**src/rtl/rx_eth_dispatch.sv**
```systemverilog
// ---------------------------------------------------------------------------
// rx_eth_dispatch
//
// Receive-side Ethernet frame sequencer placed between the MAC byte stream
// and the protocol parsers. It walks the L2 header, filters on destination
// address, steers payload bytes to the IPv4 or ARP parser, strips the FCS
// through a 4-byte delay line and pulses a per-frame parser clear.
//
// Ports
//   RX_CLK           in   receive clock, all logic on its rising edge
//   rst_n            in   asynchronous active-low reset
//   mac_addr         in   local station MAC address
//   rx_en            in   frame byte valid, high for the whole frame
//   rx_byte          in   frame byte, first byte = destination MAC MSB
//   rx_payload       out  forwarded payload byte
//   rx_payload_ipv4  out  rx_payload is an IPv4 payload byte
//   rx_payload_arp   out  rx_payload is an ARP payload byte
//   rx_parser_clr    out  one-cycle pulse, parser restart
//   rx_src_mac       out  source MAC of the current/last frame
//   rx_ethertype     out  EtherType of the current/last frame
//   rx_frame_end     out  one-cycle pulse, accepted frame completed
//   rx_frame_drop    out  one-cycle pulse, frame discarded
//   rx_frame_cnt     out  accepted frames, saturating
//   rx_drop_cnt      out  dropped frames, saturating
//   rx_dbg_state     out  current FSM state (debug observation)
//
// Handshake: rx_en/rx_byte is a valid-only stream with no backpressure; a
// byte is consumed on every rising edge where rx_en is high. The payload
// strobes are likewise valid-only: rx_payload is meaningful exactly in the
// cycles where one of rx_payload_ipv4 / rx_payload_arp is high.
// ---------------------------------------------------------------------------
module rx_eth_dispatch #(
   parameter int                 OCT         = 8,
   parameter logic [2*OCT-1:0]   ETH_IPV4    = 16'h0800,
   parameter logic [2*OCT-1:0]   ETH_ARP     = 16'h0806,
   parameter int                 MAX_PAYLOAD = 1500,
   parameter int                 CNT_W       = 16
) (
   input  logic                 RX_CLK,
   input  logic                 rst_n,
   input  logic [OCT*6-1:0]     mac_addr,
   input  logic                 rx_en,
   input  logic [OCT-1:0]       rx_byte,
   output logic [OCT-1:0]       rx_payload,
   output logic                 rx_payload_ipv4,
   output logic                 rx_payload_arp,
   output logic                 rx_parser_clr,
   output logic [OCT*6-1:0]     rx_src_mac,
   output logic [OCT*2-1:0]     rx_ethertype,
   output logic                 rx_frame_end,
   output logic                 rx_frame_drop,
   output logic [CNT_W-1:0]     rx_frame_cnt,
   output logic [CNT_W-1:0]     rx_drop_cnt,
   output logic [2:0]           rx_dbg_state
);

   localparam logic [2:0] S_IDLE = 3'd0;
   localparam logic [2:0] S_DST  = 3'd1;
   localparam logic [2:0] S_SRC  = 3'd2;
   localparam logic [2:0] S_TYPE = 3'd3;
   localparam logic [2:0] S_PAY  = 3'd4;
   localparam logic [2:0] S_DROP = 3'd5;

   // Forwarded-byte counter must be able to hold MAX_PAYLOAD.
   localparam int              PW      = $clog2(MAX_PAYLOAD + 1) + 1;
   localparam logic [PW-1:0]   MAX_FWD = PW'(MAX_PAYLOAD);
   localparam logic [OCT*6-1:0] BCAST  = {(OCT*6){1'b1}};

   logic [2:0]              r_state;
   logic [2:0]              r_hdr_cnt;   // bytes taken in the current header field
   logic [OCT*6-1:0]        r_dst;
   logic [3:0][OCT-1:0]     r_dly;       // FCS strip delay line, [3] is oldest
   logic [2:0]              r_fill;      // bytes held in the delay line (0..4)
   logic [PW-1:0]           r_fwd_cnt;   // payload bytes forwarded this frame
   logic                    r_is_arp;
   logic                    r_armed;     // rx_en has been seen low since reset

   logic [2:0]              w_next;
   logic                    w_drop_evt;
   logic                    w_end_evt;
   logic                    w_fwd;
   logic [OCT*6-1:0]        w_dst_full;
   logic [OCT*2-1:0]        w_type_full;

   assign w_dst_full   = {r_dst[OCT*5-1:0], rx_byte};
   assign w_type_full  = {rx_ethertype[OCT-1:0], rx_byte};
   assign rx_dbg_state = r_state;

   // Next state and frame events; all outputs are registered from these.
   always_comb begin
      w_next     = r_state;
      w_drop_evt = 1'b0;
      w_end_evt  = 1'b0;
      w_fwd      = 1'b0;
      case (r_state)
         S_IDLE: begin
            // After reset the stream may be mid-frame; only a byte that
            // follows an rx_en-low cycle can start a frame.
            if (rx_en && r_armed) w_next = S_DST;
         end
         S_DST: begin
            if (!rx_en) begin
               w_next     = S_IDLE;
               w_drop_evt = 1'b1;
            end else if (r_hdr_cnt == 3'd5) begin
               if (w_dst_full == mac_addr || w_dst_full == BCAST) begin
                  w_next = S_SRC;
               end else begin
                  w_next     = S_DROP;
                  w_drop_evt = 1'b1;
               end
            end
         end
         S_SRC: begin
            if (!rx_en) begin
               w_next     = S_IDLE;
               w_drop_evt = 1'b1;
            end else if (r_hdr_cnt == 3'd5) begin
               w_next = S_TYPE;
            end
         end
         S_TYPE: begin
            if (!rx_en) begin
               w_next     = S_IDLE;
               w_drop_evt = 1'b1;
            end else if (r_hdr_cnt == 3'd1) begin
               if (w_type_full == ETH_IPV4 || w_type_full == ETH_ARP) begin
                  w_next = S_PAY;
               end else begin
                  w_next     = S_DROP;
                  w_drop_evt = 1'b1;
               end
            end
         end
         S_PAY: begin
            if (!rx_en) begin
               // The four held bytes are the FCS and are simply abandoned.
               w_next = S_IDLE;
               if (r_fwd_cnt != '0) w_end_evt  = 1'b1;
               else                 w_drop_evt = 1'b1;
            end else if (r_fill == 3'd4) begin
               if (r_fwd_cnt == MAX_FWD) begin
                  // Oversize: the parser has seen a partial payload and is
                  // told to discard it through the drop pulse.
                  w_next     = S_DROP;
                  w_drop_evt = 1'b1;
               end else begin
                  w_fwd = 1'b1;
               end
            end
         end
         S_DROP: begin
            if (!rx_en) w_next = S_IDLE;
         end
         default: w_next = S_IDLE;
      endcase
   end

   always_ff @(posedge RX_CLK or negedge rst_n) begin
      if (!rst_n) begin
         r_state         <= S_IDLE;
         r_hdr_cnt       <= 3'd0;
         r_dst           <= '0;
         r_dly           <= '0;
         r_fill          <= 3'd0;
         r_fwd_cnt       <= '0;
         r_is_arp        <= 1'b0;
         r_armed         <= 1'b0;
         rx_payload      <= '0;
         rx_payload_ipv4 <= 1'b0;
         rx_payload_arp  <= 1'b0;
         rx_parser_clr   <= 1'b0;
         rx_src_mac      <= '0;
         rx_ethertype    <= '0;
         rx_frame_end    <= 1'b0;
         rx_frame_drop   <= 1'b0;
         rx_frame_cnt    <= '0;
         rx_drop_cnt     <= '0;
      end else begin
         r_state         <= w_next;
         rx_parser_clr   <= (r_state == S_IDLE) && (w_next == S_DST);
         rx_frame_end    <= w_end_evt;
         rx_frame_drop   <= w_drop_evt;
         rx_payload_ipv4 <= w_fwd && !r_is_arp;
         rx_payload_arp  <= w_fwd &&  r_is_arp;
         if (w_fwd) rx_payload <= r_dly[3];

         if (!rx_en) r_armed <= 1'b1;

         if (w_end_evt && rx_frame_cnt != {CNT_W{1'b1}})
            rx_frame_cnt <= rx_frame_cnt + CNT_W'(1);
         if (w_drop_evt && rx_drop_cnt != {CNT_W{1'b1}})
            rx_drop_cnt <= rx_drop_cnt + CNT_W'(1);

         case (r_state)
            S_IDLE: begin
               if (w_next == S_DST) begin
                  r_dst     <= w_dst_full;
                  r_hdr_cnt <= 3'd1;
                  r_fill    <= 3'd0;
                  r_fwd_cnt <= '0;
               end
            end
            S_DST: begin
               if (rx_en) begin
                  r_dst     <= w_dst_full;
                  r_hdr_cnt <= (w_next != r_state) ? 3'd0 : r_hdr_cnt + 3'd1;
               end
            end
            S_SRC: begin
               if (rx_en) begin
                  rx_src_mac <= {rx_src_mac[OCT*5-1:0], rx_byte};
                  r_hdr_cnt  <= (w_next != r_state) ? 3'd0 : r_hdr_cnt + 3'd1;
               end
            end
            S_TYPE: begin
               if (rx_en) begin
                  rx_ethertype <= w_type_full;
                  r_is_arp     <= (w_type_full == ETH_ARP);
                  r_hdr_cnt    <= (w_next != r_state) ? 3'd0 : r_hdr_cnt + 3'd1;
               end
            end
            S_PAY: begin
               if (rx_en && w_next == S_PAY) begin
                  r_dly <= {r_dly[2:0], rx_byte};
                  if (r_fill != 3'd4) r_fill    <= r_fill + 3'd1;
                  if (w_fwd)          r_fwd_cnt <= r_fwd_cnt + PW'(1);
               end
            end
            default: ;
         endcase
      end
   end

endmodule

```
**config.mk**
```make
export PLATFORM = sky130hd
export DESIGN_NAME = rx_eth_dispatch
export DESIGN_NICKNAME = d
export VERILOG_FILES = /design/src/rtl/rx_eth_dispatch.sv
export SDC_FILE = /design/constraint.sdc
export NUM_CORES = 1
export LEC_CHECK = 0
export CAP_MARGIN = 20
export CORE_AREA = 4 4 169 106
export DETAILED_ROUTE_END_ITERATION = 7
export DIE_AREA = 0 0 173 110
export PLACE_DENSITY = 0.85
export SLEW_MARGIN = 10
export SYNTH_ARGS = -nofsm -noshare
export SYNTH_HDL_FRONTEND = slang
export SYNTH_SLANG_ARGS = --single-unit
```
**constraint.sdc**
```tcl
create_clock -name RX_CLK -period 6.2 [get_ports RX_CLK]
set_input_delay 1.86 -clock RX_CLK [delete_from_list [all_inputs] [get_ports RX_CLK]]
set_output_delay 1.86 -clock RX_CLK [all_outputs]
set_load 0.02 [all_outputs]
```
# == Word level (Yosys, flattened, before mapping) ==
# Cells that the tools add are included.
# totals
rom_bits,0
ram_bits,0
inputBits,59
memories,0
ff_bits,204
latch_bits,0
out_inout_bits,112
wordCells,122
# op_classes
mux,48
div,0
n_mul,0
magnitude_cmp,0
n_bitwise,0
eq_ne,25
n_reduce_logical,23
n_shift,0
add_sub_neg,5
# op_table
operator,n
$mux 40,2
$pmux 40 s2,1
$mux 3,18
$eq 48x48->1,1
$eq 48x48->1 const B,1
$mux 12,3
$add 16x1->16 const B,2
$eq 16x12->1 const B,2
$ne 16x16->1 const B,2
$pmux 12 s2,1
$mux 1,19
$pmux 3 s6,1
$eq 3x3->1 const B,5
$add 12x1->12 const B,1
$eq 12x11->1 const B,1
$pmux 3 s2,2
$reduce_bool 12->1,1
$eq 3x1->1 const B,3
$ne 2x2->1 const B,4
$reduce_and 4->1,2
$logic_and 1x1->1,7
$add 3x1->3 const B,2
$eq 3x2->1 const B,2
$reduce_and 2->1,3
other kinds (10),15

# == Depth between registers and ports, before layout ==
# logic_depth
word_depth,10
depth_mapped,10

# == Worst setup path before layout ==
# Ideal clock, no wire load.
# synth_timing
path_kind,input to register
from,input port rx_byte[2]
to,register rx_drop_cnt[14]
stages,8
setup_ns,0.125
setup_slack_ns,2.676
t_arrival_ns,3.399
required_ns,6.075
path_cell_list,buf_2 -> nand4_1 -> nor4_1 -> and3_1 -> a31oi_1 -> a21boi_4 -> nor4bb_1 -> mux2_2
# synth_between
elab_chain_len,7
elab_cells_between_ends,14
cone_classes,eq/ne (4); mux (7); reduce/logical (3)
# synth_rtl
item,line_no,text
start: declaration,43,"input logic [OCT-1:0] rx_byte,"
$eq 48x48->1 or $eq 16x12->1 (tied branches),"106, 127",
$logic_or 1x1->1 (on tied branches),"106, 127",
$mux 1 (on tied branches),"106, 127",
$mux 1 (on tied branches),"105, 126",
$mux 1 (on tied branches),"102, 123",
$pmux 1 s4 *,95,case (r_state)
$logic_and 1x1->1 *,192,if (w_drop_evt && rx_drop_cnt != {CNT_W{1'b1}})
end signal: assignment,193,rx_drop_cnt <= rx_drop_cnt + CNT_W'(1);
end: declaration,53,"output logic [CNT_W-1:0] rx_drop_cnt,"
# Mark *: on every way between the ends. The rest lies on a longest branch, timed or not.
# A chain may end at the register's enable or synchronous reset.

# == Final worst setup path ==
# layout_timing
from,input port rx_byte[3]
to,register rx_drop_cnt[1]
# Same word-level chain as after synthesis.

==> impl_metrics.yaml <==
detailed_routing:
  routed_wl_mm: 21.5
  firstDrtPassIters: 5
  vias_per_cell: 5.66
  drcViolationCount: 0
  num_vias: 6223
  ant_nets: 0
  wl_per_cell_um: 19.6
  drtIter0Drc: 336
worst_hold_path:
  min_from: "rx_frame_cnt[4]"
  hold_path_class: "register to register"
die:
  start_util_pct: 56.8
  io_pins: 171
  fp-row-count: 36
  die_w_um: 173
  dieHeight_um: 110
  core_area_sq_um: 16100
  die_area_sq_um: 19000
setup_path:
  crit_start: "rx_byte[3]"
  critPathMaxFanout: 16
  crit_arrival_ns: 4.72
  r2r-start: "r_dst[35]"
  cp-end-kind: "register"
  start_kind: "input pin"
  worstPathRequired_ns: 6.57
  crit_type: "input pin to register"
job:
  drv_cap: 0
global_routing:
  globalRouteMet2Util_pct: 35.1
  grt_use_total_pct: 22.6
  grt-ovfl-total: 0
  gr-usage-met1_pct: 31.8
  grt_pass1_vias: 6556
  grt_max_degree: 129
  antenna_found_initial: 0
  grt-busiest-layer: "met2"
  use_met3_pct: 7.36
  grt_pass1_wl_mm: 34.8
placement:
  port_buffers: 170
  placedCellCount: 1064
  hpwl_mm: 15.3
  gp_congestion: 0.870
clock_network:
  htree_levels: 1
  cts_buffer_depth: 3
  cts.root.buffer_cell: "clkbuf_16"
  cts_buffers: 19
  clkSlewWorstSetupHoldPaths_ns: 0.06
  ctsResizeCount: 0
  cts_hold_buf: 0
  cts.sinks: 204
  clkLatencyLatePin_ns: 0.49
  cts_tree: "yes"
  cts_setup_buffers: 0
timing:
  setup_viol: 0
  fin_crit_ns: 4.35
  slew_headroom_pct: 35.9
  hold_viol_final: 0
  grt_setup_unrepaired: "no"
  skew_ns: 0.00950
  tightest_slew_ns: 0.959
  final.period_utilization_pct: 70.2
  tns_ns: 0
  holdWs_ns: 0.483
  drv_slew: 0
  clock.fmax_mhz: 230
final_layout:
  diodes: 0
  layout-drive-gt1-share_pct: 23.4
  final_cells: 1099
  syn2layout_area_growth_pct: 27.9
  final_nets: 944
  fin_util_pct: 72.7
yosys:
  yosysUniqueCellTypes: 54
  synthCells: 707
  synth_edf_count: 0
  ys_seq_elements: 204
  syn-cell-area_sq_um: 9170
  syn_area_per_cell_sq_um: 13.0
  ys_async_sr_fraction_pct: 100
  synth_ff_type: "dfrtp_1"
  synth_nets: 774
  synth-seq-area-share_pct: 55.7
  synth_warnings: 0
outcome:
  status: "complete, no violations"
power_and_ir_drop:
  p_per_area_nw_per_um2: 310
  leakage_nw: 5.13
  vdd_ir_drop_max_mv: 0.158
final cells by class:
type	instances	area [sq um]
Sequential cell	204	5100
Clock buffer	25	538
Inverter	17	63.8
Tap cell	209	262
Multi-Input combinational cell	459	3880
Fill cell	1064	4400
Timing Repair Buffer	176	1770
Clock inverter	9	98.8
per-layer routing:
| layer | share of wire (%) | vias up |
|---|---|---|
| met5 | 0 | - |
| met4 | 1.4 | 0 |
| met3 | 10 | 33 |
| met2 | 45 | 254 |
| met1 | 44 | 3088 |
| li1 | - | 2848 |
report_power, final:
part	leakage (nW)	switching [mW]	internal, mW
clock network	0.322	0.501	0.697
logic	2.11	0.347	0.366
registers	2.70	0.220	1.51
total	5.13	1.07	2.57
cells in the mapped netlist, types with 2 or more instances:
cell | instances | area [sq um]
a2111oi_2 | 6 | 90.1
a21oi_1 | 11 | 55.1
a31oi_1 | 4 | 25.0
and2_1 | 2 | 12.5
and3_1 | 9 | 56.3
buf_1 | 5 | 18.8
buf_2 | 7 | 35.0
clkbuf_1 | 13 | 48.8
dfrtp_1 | 204 | 5100
ha_1 | 8 | 100
inv_1 | 17 | 63.8
mux2_2 | 148 | 1670
mux2i_1 | 4 | 40.0
nand2_1 | 33 | 124
nand2b_1 | 2 | 12.5
nand3_1 | 16 | 80.1
nand4_1 | 30 | 188
nor2_1 | 28 | 105
nor2_4 | 2 | 22.5
nor2b_1 | 6 | 37.5
nor3_1 | 5 | 25.0
nor3b_1 | 2 | 15.0
nor4_1 | 14 | 87.6
nor4b_1 | 2 | 17.5
nor4bb_1 | 2 | 20.0
o21a_1 | 2 | 15.0
o21ai_0 | 12 | 60.1
o22ai_1 | 2 | 12.5
o31ai_1 | 3 | 22.5
or2_2 | 2 | 12.5
or3_1 | 3 | 18.8
xnor2_1 | 63 | 552
xor2_1 | 19 | 166
worst max-delay path, stage by stage:
cell	delay (ns)
clkdlybuf4s50_1	0.67
xnor2_1	0.18
nand4_1	0.13
nor4_1	0.46
a31oi_1	0.33
a21boi_4	0.57
a21o_1	0.18
mux2_2	0.33
per-stage QoR:
step                setup WS, ns  cell area, sq um  total power [mW]
floorplan                   2.68              9170              2.15
global placement            1.59             11100              2.40
detailed placement          1.44             11100              2.45
CTS                         1.92             11700              3.66
global route                1.70             11700              3.80
finish                      1.85             11700              3.64
final timing paths:
| kind | end | slack [ns] | cells after the start |
|---|---|---|---|
| max | rx_drop_cnt[1] | 1.85 | 8 |
| min | rx_frame_cnt[4] | 0.48 | 1 |
| max reg2reg | rx_drop_cnt[1] | 3.44 | 7 |
| min reg2reg | rx_frame_cnt[4] | 0.48 | 1 |
| max in group asynchronous | r_dst[1] | 3.60 | 3 |
| min in group asynchronous | rx_drop_cnt[8] | 1.29 | 1 |
layout by cell type, fill, tap and decap left out, types with 3 or more instances in the layout:
| cell | Yosys | layout |
|---|---|---|
| nor3_1 | 5 | 5 |
| and3_1 | 9 | 9 |
| o21ai_0 | 12 | 12 |
| o31ai_1 | 3 | 3 |
| or3_1 | 3 | 3 |
| xor2_1 | 19 | 19 |
| a31oi_1 | 4 | 4 |
| clkdlybuf4s50_1 | 0 | 169 |
| clkinv_2 | 0 | 6 |
| inv_1 | 17 | 17 |
| mux2_2 | 148 | 148 |
| nor2b_1 | 6 | 5 |
| nand2_1 | 33 | 33 |
| nor4_1 | 14 | 14 |
| a21oi_1 | 11 | 11 |
| dfrtp_1 | 204 | 204 |
| clkbuf_8 | 0 | 5 |
| clkbuf_16 | 0 | 19 |
| xnor2_1 | 63 | 63 |
| nand3_1 | 16 | 16 |
| nand4_1 | 30 | 30 |
| a2111oi_2 | 6 | 6 |
| nor2_1 | 28 | 27 |
| ha_1 | 8 | 8 |
| nor2_4 | 2 | 3 |
| mux2i_1 | 4 | 4 |
| buf_4 | 1 | 5 |
registers in the layout, summed over array words and instances (netlist names):
signal / cells
rx_payload_ipv4: 1
rx_payload_arp: 1
r_dst: 40
rx_payload: 8
rx_frame_end: 1
r_fwd_cnt: 12
rx_ethertype: 16
rx_src_mac: 48
rx_parser_clr: 1
rx_frame_drop: 1
r_is_arp: 1
r_fill: 3
rx_dbg_state: 3
r_hdr_cnt: 3
rx_drop_cnt: 16
r_armed: 1
r_dly: 32
rx_frame_cnt: 16
logic make-up (layout without fill, tap and decap cells):
group / count (synthesis) / after routing / synth area share, %
AO/OA/AOI/OAI: 49 / 49 / 4.25
flip-flops: 204 / 204 / 55.7
multiplexers: 152 / 152 / 18.6
AND/OR/NAND/NOR: 168 / 168 / 10.5
buffers and inverters: 44 / 227 / 2.02
XOR/XNOR: 82 / 82 / 7.84
adder cells (fa/ha/maj): 8 / 8 / 1.09
No activity file was read; power rests on OpenSTA's default activity.
